--- src/rtl/instr_fetch_unit_if.sv ---
// Fetch unit bus bundle: RAM request port, decode handshake, redirect.
// master = fetch unit, slave = memory controller / decode side.
interface instr_fetch_unit_if #(
  parameter int ADDR_W = 16,
  parameter int DATA_W = 32
);
  logic              fetch_en;
  logic              mem_req;
  logic [ADDR_W-1:0] mem_addr;
  logic              mem_gnt;
  logic              mem_rvalid;
  logic [DATA_W-1:0] mem_rdata;
  logic              instr_valid;
  logic [DATA_W-1:0] instr;
  logic [ADDR_W-1:0] instr_pc;
  logic              instr_ready;
  logic              redirect_valid;
  logic [ADDR_W-1:0] redirect_pc;

  modport master (
    input  fetch_en, mem_gnt, mem_rvalid, mem_rdata,
    input  instr_ready, redirect_valid, redirect_pc,
    output mem_req, mem_addr, instr_valid, instr, instr_pc
  );

  modport slave (
    output fetch_en, mem_gnt, mem_rvalid, mem_rdata,
    output instr_ready, redirect_valid, redirect_pc,
    input  mem_req, mem_addr, instr_valid, instr, instr_pc
  );
endinterface

--- src/rtl/instr_fetch_unit.sv ---
// Fetch stage: owns the PC, issues RAM reads, buffers words in a
// prefetch FIFO and hands them to decode; redirect flushes all.
module instr_fetch_unit #(
  parameter int ADDR_W = 16,
  parameter int DATA_W = 32,
  parameter int DEPTH  = 4
) (
  input logic clk,
  input logic rst,
  instr_fetch_unit_if.master bus
);
  localparam int PW = $clog2(DEPTH);
  localparam int CW = PW + 1;

  typedef enum logic [1:0] {
    IDLE    = 2'd0,
    RUN     = 2'd1,
    DISCARD = 2'd2
  } state_t;

  state_t            state_q, state_d;
  logic [ADDR_W-1:0] pc_q, pc_d;
  logic [ADDR_W-1:0] addr_q, addr_d;
  logic [ADDR_W-1:0] req_addr_q, req_addr_d;
  logic              inflight_q, inflight_d;
  logic [PW-1:0]     wr_q, wr_d;
  logic [PW-1:0]     rd_q, rd_d;
  logic [CW-1:0]     cnt_q, cnt_d;
  logic [DATA_W-1:0] data_q [DEPTH];
  logic [DATA_W-1:0] data_d [DEPTH];
  logic [ADDR_W-1:0] tag_q  [DEPTH];
  logic [ADDR_W-1:0] tag_d  [DEPTH];

  logic          credit;
  logic          req;
  logic          accept;
  logic          push;
  logic          pop;
  logic          valid;
  logic [CW:0]   used;

  assign used   = {1'b0, cnt_q} + {{CW{1'b0}}, inflight_q};
  assign credit = used < (CW+1)'(DEPTH);
  assign req    = (state_q == RUN) && credit && !bus.redirect_valid;
  assign accept = req && bus.mem_gnt;
  assign valid  = cnt_q != '0;
  assign push   = bus.mem_rvalid && inflight_q &&
                  (state_q != DISCARD) && !bus.redirect_valid;
  assign pop    = valid && bus.instr_ready && !bus.redirect_valid;

  assign bus.mem_req     = req;
  assign bus.mem_addr    = req ? pc_q : addr_q;
  assign bus.instr_valid = valid;
  assign bus.instr       = valid ? data_q[rd_q] : '0;
  assign bus.instr_pc    = valid ? tag_q[rd_q] : '0;

  // Next fetch state; a redirect with a word in flight forces DISCARD.
  always_comb begin
    state_d = state_q;
    unique case (state_q)
      IDLE:    if (bus.fetch_en) state_d = RUN;
      RUN:     if (!bus.fetch_en) state_d = IDLE;
      DISCARD: state_d = bus.fetch_en ? RUN : IDLE;
      default: state_d = IDLE;
    endcase
    if (bus.redirect_valid && inflight_q) state_d = DISCARD;
  end

  // PC, request tracking and FIFO pointer/storage updates.
  always_comb begin
    pc_d       = pc_q;
    addr_d     = bus.mem_addr;
    req_addr_d = req_addr_q;
    inflight_d = inflight_q;
    wr_d       = wr_q;
    rd_d       = rd_q;
    cnt_d      = cnt_q;
    data_d     = data_q;
    tag_d      = tag_q;

    if (accept) begin
      pc_d       = pc_q + ADDR_W'(1);
      req_addr_d = pc_q;
      inflight_d = 1'b1;
    end else if (bus.mem_rvalid || state_q == DISCARD) begin
      inflight_d = 1'b0;
    end

    if (push) begin
      data_d[wr_q] = bus.mem_rdata;
      tag_d[wr_q]  = req_addr_q;
      wr_d         = wr_q + PW'(1);
    end
    if (pop) rd_d = rd_q + PW'(1);

    unique case (1'b1)
      push && !pop: cnt_d = cnt_q + CW'(1);
      pop && !push: cnt_d = cnt_q - CW'(1);
      default:      cnt_d = cnt_q;
    endcase

    if (bus.redirect_valid) begin
      pc_d  = bus.redirect_pc;
      wr_d  = '0;
      rd_d  = '0;
      cnt_d = '0;
    end
  end

  // State register with asynchronous active-low clear.
  always_ff @(posedge clk or negedge rst) begin
    if (!rst) begin
      state_q    <= IDLE;
      pc_q       <= '0;
      addr_q     <= '0;
      req_addr_q <= '0;
      inflight_q <= 1'b0;
      wr_q       <= '0;
      rd_q       <= '0;
      cnt_q      <= '0;
      data_q     <= '{default: '0};
      tag_q      <= '{default: '0};
    end else begin
      state_q    <= state_d;
      pc_q       <= pc_d;
      addr_q     <= addr_d;
      req_addr_q <= req_addr_d;
      inflight_q <= inflight_d;
      wr_q       <= wr_d;
      rd_q       <= rd_d;
      cnt_q      <= cnt_d;
      data_q     <= data_d;
      tag_q      <= tag_d;
    end
  end
endmodule

--- src/flat_wrapper.sv ---
// flat-port wrapper written by rule: the top's interface ports become plain ports
module instr_fetch_unit_flat 
#(
  parameter int ADDR_W = 16,
  parameter int DATA_W = 32,
  parameter int DEPTH  = 4
)
  (clk, rst, bus_fetch_en, bus_mem_gnt, bus_mem_rvalid, bus_mem_rdata, bus_instr_ready, bus_redirect_valid, bus_redirect_pc, bus_mem_req, bus_mem_addr, bus_instr_valid, bus_instr, bus_instr_pc);
  instr_fetch_unit_if #(.ADDR_W(ADDR_W), .DATA_W(DATA_W)) bus_i ();
  input logic clk;
  input logic rst;
  input wire logic [$bits(bus_i.fetch_en)-1:0] bus_fetch_en;
  input wire logic [$bits(bus_i.mem_gnt)-1:0] bus_mem_gnt;
  input wire logic [$bits(bus_i.mem_rvalid)-1:0] bus_mem_rvalid;
  input wire logic [$bits(bus_i.mem_rdata)-1:0] bus_mem_rdata;
  input wire logic [$bits(bus_i.instr_ready)-1:0] bus_instr_ready;
  input wire logic [$bits(bus_i.redirect_valid)-1:0] bus_redirect_valid;
  input wire logic [$bits(bus_i.redirect_pc)-1:0] bus_redirect_pc;
  output wire logic [$bits(bus_i.mem_req)-1:0] bus_mem_req;
  output wire logic [$bits(bus_i.mem_addr)-1:0] bus_mem_addr;
  output wire logic [$bits(bus_i.instr_valid)-1:0] bus_instr_valid;
  output wire logic [$bits(bus_i.instr)-1:0] bus_instr;
  output wire logic [$bits(bus_i.instr_pc)-1:0] bus_instr_pc;
  assign bus_i.fetch_en = bus_fetch_en;
  assign bus_i.mem_gnt = bus_mem_gnt;
  assign bus_i.mem_rvalid = bus_mem_rvalid;
  assign bus_i.mem_rdata = bus_mem_rdata;
  assign bus_i.instr_ready = bus_instr_ready;
  assign bus_i.redirect_valid = bus_redirect_valid;
  assign bus_i.redirect_pc = bus_redirect_pc;
  assign bus_mem_req = bus_i.mem_req;
  assign bus_mem_addr = bus_i.mem_addr;
  assign bus_instr_valid = bus_i.instr_valid;
  assign bus_instr = bus_i.instr;
  assign bus_instr_pc = bus_i.instr_pc;
  instr_fetch_unit #(.ADDR_W(ADDR_W), .DATA_W(DATA_W), .DEPTH(DEPTH)) u_core (.clk(clk), .rst(rst), .bus(bus_i));
endmodule
--- config.mk ---
export PLATFORM = sky130hd
export DESIGN_NAME = instr_fetch_unit_flat
export DESIGN_NICKNAME = d
export VERILOG_FILES = /design/src/rtl/instr_fetch_unit_if.sv /design/src/rtl/instr_fetch_unit.sv /design/src/flat_wrapper.sv
export SDC_FILE = /design/constraint.sdc
export NUM_CORES = 1
export LEC_CHECK = 0
export CAP_MARGIN = 15
export CELL_PAD_IN_SITES_DETAIL_PLACEMENT = 0
export CELL_PAD_IN_SITES_GLOBAL_PLACEMENT = 2
export CORE_UTILIZATION = 38
export CTS_CLUSTER_DIAMETER = 200
export DETAILED_ROUTE_END_ITERATION = 10
export HOLD_SLACK_MARGIN = 0.08
export PLACE_DENSITY_LB_ADDON = 0.1
export SYNTH_ARGS = -nofsm -noshare
export SYNTH_HDL_FRONTEND = slang
export SYNTH_SLANG_ARGS = --single-unit
--- constraint.sdc ---
create_clock -name clk -period 2.95 [get_ports clk]
set_input_delay 0.59 -clock clk [delete_from_list [all_inputs] [get_ports clk]]
set_output_delay 0.59 -clock clk [all_outputs]
set_load 0.1 [all_outputs]
Yosys cells after proc, flatten, opt, wreduce, memory -nomap -nowiden

Cells that the tools add are included.

Bits in registers: 250
Input bits: 55
Output and inout port bits: 66
Word-level logic and storage cells: 87

Add/subtract/negate cells: 6
$lt $le $gt $ge: 4
Eq/ne operators: 5
Multiplexer cells: 30
Bitwise gates (word level): 2
Reduce and logical (&&, ||, !) cells: 24

Operators by type and width:

| kind                                                                          | count |
|---|---|
| 128-bit bitwise mux                                                           | 1 |
| 32-bit 2-to-1 mux                                                             | 4 |
| 16-bit 2-to-1 mux                                                             | 7 |
| 32-bit binary-select mux with 2-bit select                                    | 1 |
| 64-bit bitwise mux                                                            | 1 |
| 32-bit demux with 2-bit select                                                | 1 |
| 16-bit binary-select mux with 2-bit select                                    | 1 |
| 16-bit demux with 2-bit select                                                | 1 |
| 16-bit by 1-bit adder with 16-bit output (second input constant)              | 1 |
| 2-bit 2-to-1 mux                                                              | 7 |
| 1-bit logical AND                                                             | 12 |
| 2-bit nonzero test                                                            | 4 |
| 3-bit >= comparator (second input constant)                                   | 2 |
| 2-bit NOT with 3-bit output                                                   | 2 |
| 2-bit case mux with 3 select lines                                            | 1 |
| 3-bit case mux with 2 select lines                                            | 1 |
| 3-bit nonzero test                                                            | 2 |
| 2-bit by 1-bit adder with 2-bit output (second input constant)                | 2 |
| 3-bit by 1-bit adder with 4-bit output                                        | 1 |
| 4-bit by 3-bit less-than comparator with 1-bit output (second input constant) | 1 |
| 3-bit by 1-bit adder with 3-bit output (second input constant)                | 1 |
| 1-bit zero test                                                               | 3 |
| 3-bit by 1-bit less-than comparator with 1-bit output (second input constant) | 1 |
| 1-bit 2-to-1 mux                                                              | 3 |
| 10 further kinds                                                              | 10 |

Logic depth before layout (Yosys ltp)

Gate-level depths: netlist of run 1.

Depth after elaboration: 7
Mapped depth: 6

Least setup slack after synthesis of run 1

OpenSTA, ideal clock, no wires.

Path type: input-to-output
From: in bus_redirect_valid
To: out bus_mem_addr[9]
Data arrival time: 3.466 ns
Slack: -1.106 ns
Cell stages on the path: 4
Cell sequence: nor2_1 > nand4b_1 > buf_2 > o21ai_0

Cells in the longest elaborated chain, start to end: 3

RTL lines:

| element           | line                   | text |
|---|---|---|
| start, declared   | flat_wrapper.sv:17     | `input wire logic [$bits(bus_i.redirect_valid)-1:0] bus_redirect_valid;` |
| 1-bit zero test   | instr_fetch_unit.sv:44 | `assign req = (state_q == RUN) && credit && !bus.redirect_valid;` |
| 1-bit logical AND | instr_fetch_unit.sv:44 |  |
| 16-bit 2-to-1 mux | instr_fetch_unit.sv:52 | `assign bus.mem_addr = req ? pc_q : addr_q;` |
| end, declared     | flat_wrapper.sv:20     | `output wire logic [$bits(bus_i.mem_addr)-1:0] bus_mem_addr;` |

Every way passes these cells.

Final worst setup path of run 1

From: reg u_core.rd_q[0]
To: out bus_instr[1]

Cells in the longest elaborated chain, start to end: 5

RTL lines:

| element                                               | line                    | text |
|---|---|---|
| start, declared                                       | instr_fetch_unit.sv:27  | `logic [PW-1:0] rd_q, rd_d;` |
| start signal, assigned                                | instr_fetch_unit.sv:130 | `rd_q <= rd_d;` |
| 2-bit NOT with 3-bit output (implied by the code)     | instr_fetch_unit.sv:54  | `assign bus.instr = valid ? data_q[rd_q] : '0;` |
| 32-bit binary-select mux with 2-bit select            | instr_fetch_unit.sv:54  |  |
| 32-bit 2-to-1 mux (implied by the code) (2 in series) | instr_fetch_unit.sv:54  |  |
| 32-bit 2-to-1 mux                                     | instr_fetch_unit.sv:54  |  |
| end, declared                                         | flat_wrapper.sv:22      | `output wire logic [$bits(bus_i.instr)-1:0] bus_instr;` |

Every way passes these cells. The select of a mux whose other input is x is not followed.

==> results.ini, run 1 <==
[sta]
slew_violations=0
rsz0062_at_grt=no
finalHoldViolCount=0
clock_skew_ns=0.00783
min_period_ns=2.82
clock.fmax_mhz=355
fin_crit_sh_pct=95.6
setup-violations-final=0
worstMarginPinSlew_ns=0.634
finalSetupTns_ns=0
slew_headroom_pct=57.8
fin_ws_ns=0.131

[die]
ioPinCount=121
die_area_um2=30200
core_area_um2=28900
rows=62
initial_utilization_pct=38.8
die_y_um=174
dieWidth_um=174

[place]
dpl.cell_count=1235
port_buffers=120
routabilityCongestion=0.754
place_ws_ns=0.274
dpl.hpwl_um=16300

[power_and_ir_drop]
sw_frac_of_total_pct=39.9
leakagePower_nw=6.63
worst_ir_drop_vdd_mv=0.932
cell_internal_pwr_w=0.00922
power.density_cell_area_nw_per_um2=1040
power.sequential.fraction_pct=29.9
p_comb_share_pct=47.0
power_switching_w=0.00612
p_clk_share_pct=23.1

[route]
drcViolationCount=0
wl_per_cell_um=19.5
antenna_left=0
routed_wl_um=25100
vias_per_cell=5.22
drtIter0Drc=305
firstDrtPassIters=4
via_count=6721

[cts]
htree_levels=1
cts_buffer_depth=3
clkTransAtPathRegs_ns=0.06
cts_tree=built
clock_latency_ns=0.54
post-cts-setup-buffers=0
clock-sinks=250
root_buffer=clkbuf_16
numCtsBuffers=29

[cells_and_area]
fillers=2443
final_util_pct=50.9
syn_to_final_growth_pct=31.0
final_common_cell=dfrtp_1
fin_cells=1287
finish.net_count=944
layout_common_cells=dfrtp_1, mux2_2, buf_12
drive_above_1_share_pct=46.8
multi_input_area_um2=4750
seq_area_um2=6260
n_antenna_cell=0

[global_routing]
grt.overflow.total=0
grt_start_max_net_pins=83
first_global_vias=7583
busiest_layer=met2
grt_pass1_wl_um=41300
use_met3_pct=3.22
use_met2_pct=29.5
antenna_found_initial=0
grt_usage_pct=17.2
met1_usage_pct=22.9

[yosys]
syn-mean-instance-area_um2=15.0
synthArstFlopShare_pct=100
synth_seq_area_share_pct=55.8
synthTopCellsByArea=dfrtp_1, mux2_2, mux4_2
synth_flop_cell=dfrtp_1
yosys_warnings=0
synth_cell_type_count=41
synth_area_um2=11200
yosysTopAreaCell=dfrtp_1
syn_inst=749
synth.ff_latch_count=250
synth_edf_count=0
syn_nets=810
netlist.area_leader.share_pct=55.8

[critical_path]
path_max_fanout=10
worstPathArrival_ns=2.23
crit_required_ns=2.36
cp-end-kind=output pin
startpoint_type=flip-flop
crit_type=reg2out

[status]
status=completed

[flow_run]
max_cap_violations=0

[worst_hold_path]
min_path_type=reg2reg

flip-flops by register name (all words and copies together), names as in the netlist:
signal	count
u_core.pc_q	16
u_core.state_q	2
u_core.cnt_q	3
u_core.addr_q	16
u_core.tag_q	64
u_core.rd_q	2
u_core.data_q	128
u_core.wr_q	2
u_core.req_addr_q	16
u_core.inflight_q	1
stage by stage:
stage / area [um2] / hold WS [ns] / total power (W)
after floorplan: 11200 / 0.294 / 0.00926
after global placement: 13700 / 0.481 / 0.0118
after detailed placement: 13700 / 0.487 / 0.0119
after CTS: 14700 / 0.500 / 0.0156
after global routing: 14700 / 0.505 / 0.0160
final: 14700 / 0.498 / 0.0153
synth_stat cells (all sizes together), types with 3 or more instances:
master / instances
xor2: 7
inv: 7
nand2: 24
nor2: 15
clkbuf: 19
o21ai: 9
and2: 50
nand4: 5
ha: 5
mux4: 48
or4: 9
o31ai: 7
dfrtp: 250
mux2i: 3
o211ai: 3
a31oi: 6
nand3: 9
mux2: 224
buf: 24
path summary, 6_finish.rpt:
kind                             startpoint                 to  slack, ns  depth (start not counted)
max                          u_core.rd_q[0]       bus_instr[1]       0.13                          4
min                        u_core.tag_q[30]   u_core.tag_q[30]       0.50                          1
max reg2reg                 u_core.cnt_q[1]    u_core.cnt_q[2]       0.84                          6
min reg2reg                u_core.tag_q[30]   u_core.tag_q[30]       0.50                          1
max in group asynchronous               rst   u_core.tag_q[41]       1.43                          3
min in group asynchronous               rst  u_core.data_q[77]       0.64                          2
power by group through the flow:
stage               Clock [W]  Combinational (W)  Sequential, W
global placement            0            0.00721        0.00459
detailed placement          0            0.00729        0.00465
global route          0.00379            0.00753        0.00470
finish                0.00354            0.00721        0.00459
CTS                   0.00366            0.00730        0.00459
floorplan                   0            0.00483        0.00443
repair_timing:
| item | CTS | global route |
|---|---|---|
| gates resized for setup | 0 | 3 |
| endpoints found under the setup margin | 0 | 41 |
| hold buffers | 1 | 0 |
| hold endpoints to repair | 74 | 0 |
cell type report:
type,count,share of cell area [%]
Clock buffer,43,5.84
Tap cell,384,3.27
Inverter,7,0.179
Clock inverter,8,0.664
Timing Repair Buffer,146,15.0
Sequential cell,250,42.6
Multi-Input combinational cell,449,32.4
worst max-delay path, stage by stage, from the launching register on:
cell,delay (ns)
dfrtp_4,0.50
buf_4,0.28
mux4_2,0.54
and2_1,0.20
buf_12,0.17
kinds of logic after synthesis:
| group | synth area share (%) |
|---|---|
| flops | 55.8 |
| simple gates | 6.63 |
| fa+ha+maj | 0.737 |
| xor+xnor | 0.703 |
| compound gates | 1.75 |
| mux | 32.4 |
| buf+inv | 1.95 |
per-layer routing:
layer,routed length (um),up-vias,part of all wire [%]
met5,0,-,0
met3,964,26,3.8
met4,403,0,1.6
met1,11300,3557,45
met2,12400,114,50
li1,-,3024,-
No activity file was read; power rests on OpenSTA's default activity.
==> run 2: changes to the inputs <==
==> constraint.sdc (replaced) <==
create_clock -name clk -period 2.95 [get_ports clk]
set_input_delay 0.59 -clock clk [delete_from_list [all_inputs] [get_ports clk]]
set_output_delay 0.59 -clock clk [all_outputs]
set_load 0.02 [all_outputs]
==> results.ini, run 2 (synthesis results as in run 1) <==
[sta]
clock.fmax_mhz=348
clock_skew_ns=0.00612
whs_ns=0.0431
min_period_ns=2.87
setup-violations-final=0
worstMarginPinSlew_ns=0.720
fin_crit_sh_pct=97.4
finalHoldViolCount=0
slew_headroom_pct=52.0
slew_violations=0
finalSetupTns_ns=0

[critical_path]
crit_type=reg2out
worstPathArrival_ns=2.28
cp_slowest_cell=dfrtp_4
cpPeakStageDelay_ns=0.50
rr_worst_depth=6
crit_buf_inv=4
rr_endpoint=u_core.cnt_q[2]
r2r_setup_slack_ns=0.82
crit_required_ns=2.36
crit_family=buffers and inverters
r2r-start=u_core.cnt_q[0]
startpoint_type=flip-flop
path_max_fanout=12
cp-end-kind=output pin
crit_chain=buf_6, buf_12, buf_4, mux4_2, and2_1, buf_2

[cts]
clock-sinks=250
clkTransAtPathRegs_ns=0.06
cts_tree=built
hold_buffers=0
numCtsBuffers=29
htree_levels=1
cts_buffer_depth=3
root_buffer=clkbuf_16
clock_latency_ns=0.53

[route]
vias_per_cell=5.19
firstDrtPassIters=4
drcViolationCount=0
drtIter0Drc=303
routed_wl_um=25600
wl_per_cell_um=19.8
via_count=6720
antenna_left=0

[cells_and_area]
seq_area_um2=6260
final_common_cell=dfrtp_1
fin_area_um2=14000
fin_cells=1296
regMostFlops=u_core.data_q
finish.net_count=957
multi_input_area_um2=4750
largest_reg_flops=128
syn_to_final_growth_pct=25.1
layout_common_cells=dfrtp_1, mux2_2, clkdlybuf4s50_1
fillers=2562
n_antenna_cell=0
top_regs=u_core.data_q (128), u_core.tag_q (64)
drive_above_1_share_pct=41.1

[die]
ioPinCount=121
dieWidth_um=174
core_area_um2=28900
initial_utilization_pct=38.8
rows=62
die_area_um2=30200
die_y_um=174

[global_routing]
first_global_vias=7490
grt_usage_pct=17.6
grt_start_max_net_pins=89
grt_pass1_wl_um=42000
grt.overflow.total=0
antenna_found_initial=0

[power_and_ir_drop]
p_clk_share_pct=28.8
p_comb_share_pct=31.5
power_switching_w=0.00343
worst_ir_drop_vdd_mv=0.426
power_w=0.0115
power.sequential.fraction_pct=39.7
cell_internal_pwr_w=0.00810
sw_frac_of_total_pct=29.8
power.density_cell_area_nw_per_um2=823
leakagePower_nw=6.51

[place]
placed_area_um2=13100
routabilityCongestion=0.745
port_buffers=120
dpl.hpwl_um=16500
dpl.cell_count=1237

[status]
status=completed

[worst_hold_path]
min_path_type=in2async

[flow_run]
max_cap_violations=0

==> run 2: cell count changes in the layout (fill, tap and decap cells not counted), moves of 3 or more <==
cell / before / now
buf_12: 77 / 15
dlygate4sd2_1: 0 / 47
buf_4: 12 / 21
clkdlybuf4s15_2: 0 / 8
clkbuf_8: 8 / 2
clkdlybuf4s15_1: 0 / 5
clkbuf_1: 6 / 10
clkbuf_2: 0 / 3
==> run 2: area by class of cell <==
| cell class | instances | share of cell area (%) |
|---|---|---|
| clock buffers | 41 | 5.64 |
| clock inverters | 6 | 0.589 |
| inverters | 7 | 0.187 |
| multi-input cells | 449 | 33.8 |
| flip-flops and latches | 250 | 44.7 |
| well taps | 384 | 3.43 |
| repair buffers | 159 | 11.6 |
==> run 2: how the worst max path moves through the flow <==
stage / startpoint / endpoint / cells after the start
4_1_cts: u_core.rd_q[0] / bus_instr[21] / 5
3_3_place_gp: bus_redirect_valid / bus_mem_addr[9] / 6
5_1_grt: u_core.rd_q[0] / bus_instr_pc[6] / 6
3_5_place_dp: bus_redirect_valid / bus_mem_addr[9] / 6
2_1_floorplan: bus_redirect_valid / bus_mem_addr[9] / 4
6_report: u_core.rd_q[0] / bus_instr_pc[6] / 6
==> run 2: repair_timing <==
action | 4_1_cts | 5_1_grt
pin swaps | 0 | 0
gates resized for setup | 91 | 9
buffers inserted | 3 | 9
setup endpoints to repair | 64 | 15
==> run 2: metal layers <==
metal,track usage [%],wire [um]
met3,3.25,1080
met5,0,0
met2,29.1,12500
met4,3.69,464
met1,24.2,11600
==> run 2: power by group through the flow <==
stage / Sequential, W / Combinational [W] / Clock (W)
3_5_place_dp: 0.00467 / 0.00382 / 0
2_1_floorplan: 0.00443 / 0.00239 / 0
4_1_cts: 0.00459 / 0.00363 / 0.00342
3_3_place_gp: 0.00460 / 0.00375 / 0
5_1_grt: 0.00468 / 0.00394 / 0.00357
6_report: 0.00458 / 0.00363 / 0.00332
==> run 2: stage by stage <==
step,util [%],setup WS (ns)
floorplan,-,0.523
global placement,45.4,0.00445
detailed placement,45.4,-0.0410
CTS,48.3,0.0102
global route,48.6,-0.00279
finish,48.6,0.0778
